## src/rtl/fp_acc_pkg.sv

```systemverilog
`default_nettype none
// ============================================================================
// Module      : fp_acc_pkg
// Description : Shared constants, FSM state encoding and helpers for the
//               fp_acc_issue_ctrl accumulator sequencer.
// Revision    : 1.0  initial release
// ============================================================================
package fp_acc_pkg;

   localparam int              FP_W        = 32;
   localparam logic [FP_W-1:0] FP_POS_ZERO = 32'h0000_0000;

   // fp_add_sub opSel encoding
   localparam logic OPSEL_ADD = 1'b1;
   localparam logic OPSEL_SUB = 1'b0;

   typedef enum logic [1:0] {
      IDLE = 2'd0,
      RUN  = 2'd1,
      WAIT = 2'd2,
      DONE = 2'd3
   } state_t;

   // True for +0 and -0 (sign bit ignored).
   function automatic logic is_fp_zero(input logic [FP_W-1:0] f);
      return (f[FP_W-2:0] == '0);
   endfunction

endpackage
`default_nettype wire

```

## src/rtl/fp_acc_lat_timer.sv

```systemverilog
`default_nettype none
// ============================================================================
// Module      : fp_acc_lat_timer
// Description : Loadable down-counter that times out the fp_add_sub pipeline.
//               'load' sets the count to ADDER_LATENCY; while 'dec' is high
//               the count steps down each edge and 'done' is asserted on the
//               cycle the count has reached zero.
// Revision    : 1.0  initial release
// Ports       : clk, areset_n  clock / async active-low reset
//               load           reload the counter with ADDER_LATENCY
//               dec            count down (waiting on the adder)
//               done           dec && count == 0
// ============================================================================
module fp_acc_lat_timer #(
   parameter int ADDER_LATENCY = 5
) (
   input  logic clk,
   input  logic areset_n,
   input  logic load,
   input  logic dec,
   output logic done
);

   localparam int LAT_W = $clog2(ADDER_LATENCY + 1);

   logic [LAT_W-1:0] cnt_q;
   logic [LAT_W-1:0] cnt_d;

   always_comb begin
      cnt_d = cnt_q;
      if (load) begin
         cnt_d = LAT_W'(ADDER_LATENCY);
      end else if (dec && (cnt_q != '0)) begin
         cnt_d = cnt_q - LAT_W'(1);
      end
   end

   always_ff @(posedge clk or negedge areset_n) begin
      if (!areset_n) begin
         cnt_q <= '0;
      end else begin
         cnt_q <= cnt_d;
      end
   end

   assign done = dec && (cnt_q == '0);

endmodule
`default_nettype wire

```

## src/rtl/fp_acc_issue_ctrl.sv

```systemverilog
`default_nettype none
// ============================================================================
// Module      : fp_acc_issue_ctrl
// Description : Upstream sequencer for fp_add_sub. Accepts a packet of
//               single-precision floats, issues one add/sub per element with
//               the running accumulator as operand A, waits out the adder
//               latency, and presents the final sum on a valid/ready output.
// Revision    : 1.0  initial release
// Options     : FP_ACC_ZERO_SKIP_EN - when defined, +0/-0 elements are
//               accepted and counted but not issued to the adder.
// Ports       : clk, areset_n        clock / async active-low reset
//               in_valid/in_ready    element handshake
//               in_data/in_sub/in_last element value, 1=subtract, last flag
//               out_valid/out_ready  sum handshake
//               out_sum/out_count    accumulated sum, elements in packet
//               fp_en/fp_a/fp_b/fp_opSel  operands to fp_add_sub (1=ADD)
//               fp_q                 result from fp_add_sub
// ============================================================================
module fp_acc_issue_ctrl
   import fp_acc_pkg::*;
#(
   parameter int ADDER_LATENCY = 5,
   parameter int CNT_W         = 16
) (
   input  logic             clk,
   input  logic             areset_n,
   input  logic             in_valid,
   output logic             in_ready,
   input  logic [FP_W-1:0]  in_data,
   input  logic             in_sub,
   input  logic             in_last,
   output logic             out_valid,
   input  logic             out_ready,
   output logic [FP_W-1:0]  out_sum,
   output logic [CNT_W-1:0] out_count,
   output logic             fp_en,
   output logic [FP_W-1:0]  fp_a,
   output logic [FP_W-1:0]  fp_b,
   output logic             fp_opSel,
   input  logic [FP_W-1:0]  fp_q
);

   state_t           state_q,     state_d;
   logic [FP_W-1:0]  acc_q,       acc_d;
   logic [FP_W-1:0]  fp_a_q,      fp_a_d;
   logic [FP_W-1:0]  fp_b_q,      fp_b_d;
   logic             fp_opsel_q,  fp_opsel_d;
   logic             fp_en_q,     fp_en_d;
   logic             out_valid_q, out_valid_d;
   logic [FP_W-1:0]  out_sum_q,   out_sum_d;
   logic [CNT_W-1:0] out_count_q, out_count_d;
   logic             last_q,      last_d;

   logic             lat_load;
   logic             lat_dec;
   logic             lat_done;
   logic             accept;
   logic             skip;

   fp_acc_lat_timer #(
      .ADDER_LATENCY (ADDER_LATENCY)
   ) u_lat_timer (
      .clk      (clk),
      .areset_n (areset_n),
      .load     (lat_load),
      .dec      (lat_dec),
      .done     (lat_done)
   );

   assign in_ready = (state_q == IDLE) || (state_q == RUN);
   assign accept   = in_valid && in_ready;

`ifdef FP_ACC_ZERO_SKIP_EN
   assign skip = is_fp_zero(in_data);
`else
   assign skip = 1'b0;
`endif

   always_comb begin
      state_d     = state_q;
      acc_d       = acc_q;
      fp_a_d      = fp_a_q;
      fp_b_d      = fp_b_q;
      fp_opsel_d  = fp_opsel_q;
      fp_en_d     = 1'b1;          // adder kept enabled once out of reset
      out_valid_d = out_valid_q;
      out_sum_d   = out_sum_q;
      out_count_d = out_count_q;
      last_d      = last_q;
      lat_load    = 1'b0;
      lat_dec     = 1'b0;

      case (state_q)
         IDLE, RUN: begin
            if (accept) begin
               last_d = in_last;
               if (state_q == IDLE) begin
                  out_count_d = CNT_W'(1);
               end else if (out_count_q != {CNT_W{1'b1}}) begin
                  out_count_d = out_count_q + CNT_W'(1);
               end

               if (skip) begin
                  // Zero element: operands untouched, accumulator unchanged
                  // (a packet starting with zero starts from +0).
                  if (state_q == IDLE) begin
                     acc_d = FP_POS_ZERO;
                  end
                  if (in_last) begin
                     state_d     = DONE;
                     out_valid_d = 1'b1;
                     out_sum_d   = (state_q == IDLE) ? FP_POS_ZERO : acc_q;
                  end else begin
                     state_d = RUN;
                  end
               end else begin
                  fp_a_d     = (state_q == IDLE) ? FP_POS_ZERO : acc_q;
                  fp_b_d     = in_data;
                  fp_opsel_d = in_sub ? OPSEL_SUB : OPSEL_ADD;
                  lat_load   = 1'b1;
                  state_d    = WAIT;
               end
            end
         end

         WAIT: begin
            lat_dec = 1'b1;
            // Result is sampled on the (ADDER_LATENCY+1)-th edge after issue.
            if (lat_done) begin
               acc_d = fp_q;
               if (last_q) begin
                  out_sum_d   = fp_q;
                  out_valid_d = 1'b1;
                  state_d     = DONE;
               end else begin
                  state_d = RUN;
               end
            end
         end

         DONE: begin
            if (out_ready) begin
               out_valid_d = 1'b0;
               state_d     = IDLE;
            end
         end

         default: begin
            state_d = IDLE;
         end
      endcase
   end

   always_ff @(posedge clk or negedge areset_n) begin
      if (!areset_n) begin
         state_q     <= IDLE;
         acc_q       <= FP_POS_ZERO;
         fp_a_q      <= FP_POS_ZERO;
         fp_b_q      <= FP_POS_ZERO;
         fp_opsel_q  <= OPSEL_ADD;
         fp_en_q     <= 1'b0;
         out_valid_q <= 1'b0;
         out_sum_q   <= FP_POS_ZERO;
         out_count_q <= '0;
         last_q      <= 1'b0;
      end else begin
         state_q     <= state_d;
         acc_q       <= acc_d;
         fp_a_q      <= fp_a_d;
         fp_b_q      <= fp_b_d;
         fp_opsel_q  <= fp_opsel_d;
         fp_en_q     <= fp_en_d;
         out_valid_q <= out_valid_d;
         out_sum_q   <= out_sum_d;
         out_count_q <= out_count_d;
         last_q      <= last_d;
      end
   end

   assign fp_en     = fp_en_q;
   assign fp_a      = fp_a_q;
   assign fp_b      = fp_b_q;
   assign fp_opSel  = fp_opsel_q;
   assign out_valid = out_valid_q;
   assign out_sum   = out_sum_q;
   assign out_count = out_count_q;

endmodule
`default_nettype wire
```

## config.mk

```make
export PLATFORM = sky130hd
export DESIGN_NAME = fp_acc_issue_ctrl
export DESIGN_NICKNAME = d
export VERILOG_FILES = /design/src/rtl/fp_acc_pkg.sv /design/src/rtl/fp_acc_lat_timer.sv /design/src/rtl/fp_acc_issue_ctrl.sv
export SDC_FILE = /design/constraint.sdc
export NUM_CORES = 1
export LEC_CHECK = 0
export BUFFER_PORTS_ARGS = -buffer_cell sky130_fd_sc_hd__buf_4
export CORE_MARGIN = 3
export CORE_UTILIZATION = 46
export DETAILED_ROUTE_END_ITERATION = 10
export GPL_ROUTABILITY_DRIVEN = 0
export MAX_ROUTING_LAYER = met4
export PLACE_DENSITY = 0.81
export SETUP_SLACK_MARGIN = 0.4
export SYNTH_ARGS = -nofsm -noshare
export SYNTH_HDL_FRONTEND = slang
export SYNTH_SLANG_ARGS = --single-unit
```

## constraint.sdc

```tcl
create_clock -name clk -period 2 [get_ports clk]
set_clock_uncertainty 0.2 [all_clocks]
set_input_delay 0.3 -clock clk [delete_from_list [all_inputs] [get_ports clk]]
set_output_delay 0.3 -clock clk [all_outputs]
set_load 0.02 [all_outputs]
```

# == Word-level counts from Yosys, hierarchy flattened ==
# Cells that the tools add are included.
# classes
n_reduce_logical,16
bitwise,1
addsub,2
muxes,18
n_eq_ne,8
# op_table
op,count
16-bit 2-to-1 mux,2
32-bit 2-to-1 mux,1
"16-bit by 1-bit adder with 16-bit output, second input constant",1
"16-bit != test, second input constant",1
3-bit AND reduction,3
2-bit 2-to-1 mux,4
"2-bit != test, second input constant",4
1-bit 2-to-1 mux,7
3-bit 2-to-1 mux,2
2-bit case mux with 3 select lines,1
"2-bit == test, second input constant",2
2-bit AND reduction,2
4-bit AND reduction,1
2-bit nonzero test,2
1-bit logical AND,3
3-bit zero test,1
3-bit nonzero test,1
"3-bit by 1-bit subtractor with 3-bit output, second input constant",1
"2-bit by 1-bit == test with 1-bit output, second input constant",1
2-bit zero test,1
1-bit case mux with 2 select lines,1
2-bit OR reduction,1
1-bit logical OR,1
1-bit NOT,1
# word_totals
wordCells,56
output_inout_bits,116
ff_bits,153

# == Depth between registers and ports, before layout ==
# Gate-level depths: netlist of run 1.
# depth
ltp_word,6
ltp_mapped,7
mapped_depth_nobuf,6

# == Modules after synthesis ==
# A second synthesis of run 1 with hierarchy kept.
# hier_totals
hier_cells,555
area_unflattened_um2,6153.4
# modules_own_cells
module,cells_each,n_inst,area_each_um2,seq_area_each_um2
fp_acc_issue_ctrl,537,1,5960.7,3754.9
fp_acc_lat_timer,18,1,192.7,75.1

# == Worst setup path after synthesis of run 1 ==
# OpenSTA, ideal clock, no wires.
# synth_path
path_kind,reg2reg
start,register out_count_q[0] (netlist: out_count[0])
end,register out_count_q[9] (netlist: out_count[9])
period_less_slack_ns,2.160
t_arrival_ns,1.819
path_buffers,1
stages_incl_launch_ff,7
required_time_ns,1.659
setup_slack_ns,-0.160
path_cell_list,dfrtp_1 > ha_1 > nand4_2 > o41a_1 > buf_6 > a41oi_1 > a31oi_1
# synth_between
elab_chain_cells,3
word_cells_on_any_way,6
cone_classes,1 x add/sub; 1 x eq/ne; 2 x mux; 2 x reduce/logical
# synth_rtl
element,line_no,rtl
"start, declared",fp_acc_issue_ctrl.sv:51,"logic [CNT_W-1:0] out_count_q, out_count_d;"
"start signal, assigned",fp_acc_issue_ctrl.sv:175,out_count_q <= out_count_d;
16-bit by 1-bit adder with 16-bit output / 16-bit != test (equally long branches),"fp_acc_issue_ctrl.sv:100, fp_acc_issue_ctrl.sv:99",
16-bit 2-to-1 mux / 2-bit nonzero test (equally long branches),-,
16-bit 2-to-1 mux / 3-bit AND reduction (equally long branches),-,
# Parallel ways exist; a longest one is shown, timed or not. The select of a mux whose other input is x is not followed.
# A chain may end at the register's enable or synchronous reset.

# == Worst setup path in the final report of run 1 ==
# layout_path
start,register out_count_q[10] (netlist: out_count[10])
end,register out_count_q[11] (netlist: out_count[11])
# Same word-level chain as after synthesis.

==> key figures, run 1 <==
Synth
  • Post-synth ARST share: 100%
  • Synth top area share: 61.3%
  • Register area share after synthesis: 61.8%
  • Cell Area, Synth: 6200 um2
  • Syn_nets: 634
  • EDFF count, synth: 0
  • Synth unique cells: 46
  • Yosys top cell by area: dfrtp_1
  • Cells after synthesis: 561
  • Yosys reg bits: 153
  • Top-count cell post-synth: nand2_1
  • Syn_area_per_cell: 11.1 um2
  • Synth cell count leaders: 184 x nand2_1, 152 x dfrtp_1, 51 x mux2_2
  • Ys flop type: dfrtp_1
  • Synth Warn #: 0
  • Synth area leaders: dfrtp_1 61%, nand2_1 11%, mux2_2 9.3%

Clock network
  • Worst-case clock buffer depth: 2
  • CTS root buf: clkbuf_16
  • Clk slew on worst S/H paths: 60 ps
  • CTS tree: yes
  • CTS buffer count: 17
  • H-tree depth: 4
  • Sink Count: 153
  • Clock Latency Late Sink: 410 ps

GRT
  • Initial antenna violation count: 0
  • First-pass GRT wire length: 29200 um
  • Total GRT Usage: 26.0%
  • Number of global-route vias before repair: 5903
  • Overflow after GRT: 0
  • Largest net degree at the start of global routing: 69

STA
  • Max-slew violation count: 0
  • Hold_ws: 96.2 ps
  • Fin Setup TNS: 0 ps
  • Final hold viol count: 0
  • Final Cycle Share: 95.5%
  • Min cycle time layout: 1910 ps
  • Final setup viols: 0
  • Unrepaired setup endpoints after global routing: yes
  • Max Fclk: 0.523 GHz

Power and ir drop
  • Leak pwr: 5.06 nW
  • PwrDens: 1460 nW/um2
  • Sequential share of power: 35.9%
  • Combinational share of power: 43.8%
  • Switching share of power: 36.3%
  • Net Switching: 5.37 mW
  • Internal power: 9.42 mW
  • Clock share of power: 20.3%
  • Maximum VDD drop: 0.971 mV

Floorplanning
  • Die Span Y: 122 um
  • Die area: 14900 um2
  • Core area: 12900 um2
  • Die X: 122 um
  • Row Count: 41
  • Io pins: 186
  • Initial core utilization: 48.2%

Critical path
  • Worst-path fanout max: 6
  • CP arrival: 1990 ps
  • CP max stage cell: o41a_4
  • Worst Setup Path Type: reg2reg
  • Startpoint types: register
  • CP Cell Sequence: nand4_1 > buf_4 > o41a_4 > a21oi_2 > a21oi_1
  • CP Buf/Inv Count: 1
  • CP max stage delay: 490 ps
  • Top delay family on crit path: compound AO/OA/AOI/OAI gates
  • Critical path required time: 2080 ps
  • Crit end category: register

Final layout
  • Number of fill cells: 721
  • Layout net count: 938
  • # diodes: 0
  • P&R area growth vs syn: 63.1%
  • Ratio of cells with drive above 1 in the final layout: 45.5%

Route
  • Initial DRC count: 419
  • WL final: 19800 um
  • TritonRoute pass-1 iters: 6
  • Routed vias/inst: 5.43
  • DRC errors left: 0
  • Routed vias: 5695
  • Antenna viol nets, final: 0
  • Post-detailed-route wirelength per cell: 18.9 um

Placed design
  • IO Port Bufs: 185
  • HPWL Detailed: 10600 um

Min path
  • Hold Crit Class: in2async

Run
  • Max Cap Violations: 0

Outcome
  • Status: finished clean
-- registers in the layout, indices dropped and copies added (netlist names) --
register	count
u_lat_timer.cnt_q	3
out_count	16
out_sum	32
fp_a	32
fp_en	1
last_q	1
state_q	2
acc_q	32
fp_b	32
fp_opSel	1
out_valid	1
-- path summary, 6_finish.rpt --
kind,depth (start not counted),start,slack [ps],endpoint
hold / removal,2,areset_n,100,out_count[8]$_DFFE_PN0P_
min in group clk,2,fp_a[30]$_DFFE_PN0P_,270,fp_a[30]$_DFFE_PN0P_
max in group asynchronous,3,areset_n,900,out_sum[8]$_DFFE_PN0P_
setup reg to reg,5,out_count[10]$_DFFE_PN0P_,90,out_count[11]$_DFFE_PN0P_
setup / recovery,5,out_count[10]$_DFFE_PN0P_,90,out_count[11]$_DFFE_PN0P_
hold reg to reg,2,fp_a[30]$_DFFE_PN0P_,270,fp_a[30]$_DFFE_PN0P_
-- repair_timing --
| item | CTS | global route |
|---|---|---|
| hold buffers | 69 | 0 |
| gates cloned | 4 | 4 |
| pin swaps | 10 | 8 |
| gates resized for setup | 45 | 55 |
| setup buffers | 28 | 11 |
| endpoints found under the hold margin | 253 | 0 |
| setup endpoints to repair | 90 | 167 |
-- power groups by stage --
stage                     Combinational, mW  Sequential, mW  Clock (mW)
final                                  6.47            5.31        3.01
after global routing                   6.92            5.47        3.19
after CTS                              5.90            5.24        3.05
after detailed placement               5.33            5.27           0
after global placement                 5.17            5.18           0
after floorplan                        2.04            6.23           0
-- cell families after synthesis --
group	count (synthesis)	synth area share, %
compound gates	48	5.35
fa+ha+maj	3	0.605
buf+inv	38	2.76
flops	153	61.8
mux	67	12.1
other cells	1	0.0605
simple gates	251	17.3
-- routing by layer --
| metal | vias up | wire, um | track usage, % |
|---|---|---|---|
| li1 | 2524 | - | - |
| met1 | 2814 | 7480 | 29.3 |
| met2 | 275 | 10100 | 43.6 |
| met3 | 82 | 1430 | 7.29 |
| met4 | 0 | 716 | 11.2 |
| met5 | - | 0 | - |
-- cell type report --
class / instances / area, um2 / area share [%]
Sequential cell: 153 / 3850 / 38.0
Clock inverter: 6 / 66.3 / 0.656
Inverter: 5 / 21.3 / 0.210
Multi-Input combinational cell: 372 / 2660 / 26.3
Tap cell: 172 / 215 / 2.13
Clock buffer: 24 / 492 / 4.86
Timing Repair Buffer: 316 / 2820 / 27.8
-- placed cells by master (no fill, tap or decap), types with 5 or more instances in the layout --
| cell | count |
|---|---|
| buf_4 | 212 |
| nand2_1 | 182 |
| dfrtp_1 | 138 |
| dlygate4sd3_1 | 69 |
| mux2_4 | 38 |
| nand3_1 | 35 |
| mux2_2 | 27 |
| buf_6 | 23 |
| clkbuf_16 | 21 |
| dfrtp_2 | 14 |
| a31oi_1 | 10 |
| buf_12 | 6 |
| nand4_1 | 5 |
| nor2_1 | 5 |
| a21oi_2 | 5 |
| o21ai_0 | 5 |
-- per-stage QoR --
step	utilization (%)	power [mW]	std cells	setup WS, ps	cell area, um2
detailed placement	62.0	10.6	902	1.46	7980
global placement	62.0	10.3	902	74.9	7980
finish	78.5	14.8	1048	89.6	10100
global route	78.5	15.6	1048	44.9	10100
floorplan	-	8.28	561	161	6380
CTS	75.3	14.2	1033	163	9700
(Power assumes the default switching activity.)
==> run 2: changes to the inputs <==
--- a/config.mk
+++ b/config.mk
@@ -11,7 +11,7 @@
 export DETAILED_ROUTE_END_ITERATION = 10
 export GPL_ROUTABILITY_DRIVEN = 0
 export MAX_ROUTING_LAYER = met4
-export PLACE_DENSITY = 0.81
+export PLACE_DENSITY = 0.75
 export SETUP_SLACK_MARGIN = 0.4
 export SYNTH_ARGS = -nofsm -noshare
 export SYNTH_HDL_FRONTEND = slang
==> key figures, run 2 (synthesis results as in run 1) <==
Route
  • TritonRoute pass-1 iters: 5
  • Initial DRC count: 386
  • Routed vias: 5974
  • WL final: 22200 um
  • Routed vias/inst: 5.54
  • Antenna viol nets, final: 0
  • Post-detailed-route wirelength per cell: 20.6 um
  • DRC errors left: 0

Critical path
  • CP arrival: 2090 ps
  • Worst-path fanout max: 4
  • Critical path required time: 2080 ps
  • Startpoint types: register
  • Reg2Reg Depth: 6
  • Worst Setup Path Type: reg2reg
  • Crit end category: register

Placed design
  • Pre-CTS setup slack: 25.3 ps
  • Placed instance area: 7970 um2
  • HPWL Detailed: 10500 um
  • IO Port Bufs: 185
  • Placed insts: 904

STA
  • Unrepaired setup endpoints after global routing: yes
  • Final Cycle Share: 100%
  • Hold_ws: 84.8 ps
  • Final setup viols: 1
  • Max-slew violation count: 0
  • Final hold viol count: 0
  • Min cycle time layout: 2000 ps
  • Max Fclk: 0.499 GHz
  • Worst setup margin: -4.28 ps

Power and ir drop
  • Maximum VDD drop: 1.01 mV
  • Leak pwr: 5.29 nW
  • PwrDens: 1470 nW/um2

Clock network
  • Worst-case clock buffer depth: 2
  • CTS tree: yes
  • Clock Latency Late Sink: 420 ps
  • CTS buffer count: 17
  • H-tree depth: 4
  • Sink Count: 153
  • CTS root buf: clkbuf_16
  • Clk slew on worst S/H paths: 70 ps

Final layout
  • Ratio of cells with drive above 1 in the final layout: 47.7%
  • Most frequent cells in the layout: 218 x buf_4, 180 x nand2_1, 138 x dfrtp_1
  • P&R area growth vs syn: 70.5%
  • Layout net count: 965
  • Commonest non-fill, non-tap cell in the layout: buf_4
  • Non-Filler Instances: 1079
  • Design area: 10600 um2

GRT
  • Overflow after GRT: 0
  • Largest net degree at the start of global routing: 59
  • Total GRT Usage: 26.8%
  • First-pass GRT wire length: 29800 um
  • Number of global-route vias before repair: 5836
  • Initial antenna violation count: 0

Outcome
  • Failing checks: setup timing
  • Status: finished with violations

Run
  • Max Cap Violations: 0

Floorplanning
  • Io pins: 186
  • Row Count: 41
  • Die Span Y: 122 um
  • Core area: 12900 um2
  • Die X: 122 um
  • Initial core utilization: 48.2%
  • Die area: 14900 um2

Min path
  • Hold Crit Class: in2reg
  • Hold path depth: 3
==> run 2: cell types whose count changed in the layout (fill, tap and decap cells not counted), sizes merged <==
cell / previous run / this run
bufbuf: 0 / 1
clkinvlp: 0 / 1
clkinv: 5 / 4
clkbuf: 28 / 29
bufinv: 1 / 3
buf: 243 / 268
diode: 0 / 2
==> run 2: layout make-up <==
type                            count  area, um2
Sequential cell                   153       3850
Multi-Input combinational cell    372       2690
Tap cell                          172        215
Timing Repair Buffer              343       3190
Inverter                            5       21.3
Antenna cell                        2       5.00
Fill cell                         674       2300
Clock inverter                      8        118
Clock buffer                       24        482
==> run 2: worst max-delay path, stage by stage (launching register included) <==
cell	delay, ps
dfrtp_2	410
ha_4	190
nand4_4	140
buf_4	200
nor4_4	400
or2_2	220
a31oi_1	120
==> run 2: repair_timing <==
action / 4_1_cts / 5_1_grt
hold buffers: 69 / 0
endpoints found under the hold margin: 174 / 0
gates resized for setup: 59 / 75
setup buffers: 32 / 29
setup endpoints to repair: 130 / 155
cloned: 6 / 5
pin swaps: 15 / 21
==> run 2: path summary, 6_finish.rpt <==
check                                          from                                to  slack (ps)
min in group asynchronous                  areset_n          out_count[7]$_DFFE_PN0P_         200
setup / recovery           out_count[0]$_DFFE_PN0P_         out_count[14]$_DFFE_PN0P_          -4
max in group asynchronous                  areset_n              fp_opSel$_DFFE_PN1P_         700
hold reg to reg                fp_a[18]$_DFFE_PN0P_              fp_a[18]$_DFFE_PN0P_         270
setup reg to reg           out_count[0]$_DFFE_PN0P_         out_count[14]$_DFFE_PN0P_          -4
hold / removal                             in_valid  u_lat_timer.cnt_q[1]$_DFFE_PN0P_          80
==> run 2: metal layers <==
layer,GRT usage (%),vias up,share of wire [%]
li1,-,2576,-
met1,30.4,2960,36
met2,44.2,349,51
met3,8.54,89,8.1
met4,11.1,0,4.6
met5,-,-,0
==> run 2: power by group <==
group          total [mW]  switching (mW)  leakage, nW  internal (mW)
Clock                3.28            1.22        0.294           2.05
Sequential           5.29           0.870         1.89           4.42
Combinational        6.94            3.49         3.10           3.44
Total                15.5            5.59         5.29           9.92
==> run 2: per-stage QoR <==
stage | util (%) | setup TNS (ps) | power [mW]
after floorplan | - | 0 | 8.28
after global placement | 61.9 | 0 | 10.3
after detailed placement | 61.9 | 0 | 10.6
after CTS | 76.8 | 0 | 14.5
after global routing | 82.1 | -85.2 | 16.3
final | 82.1 | -4.28 | 15.5
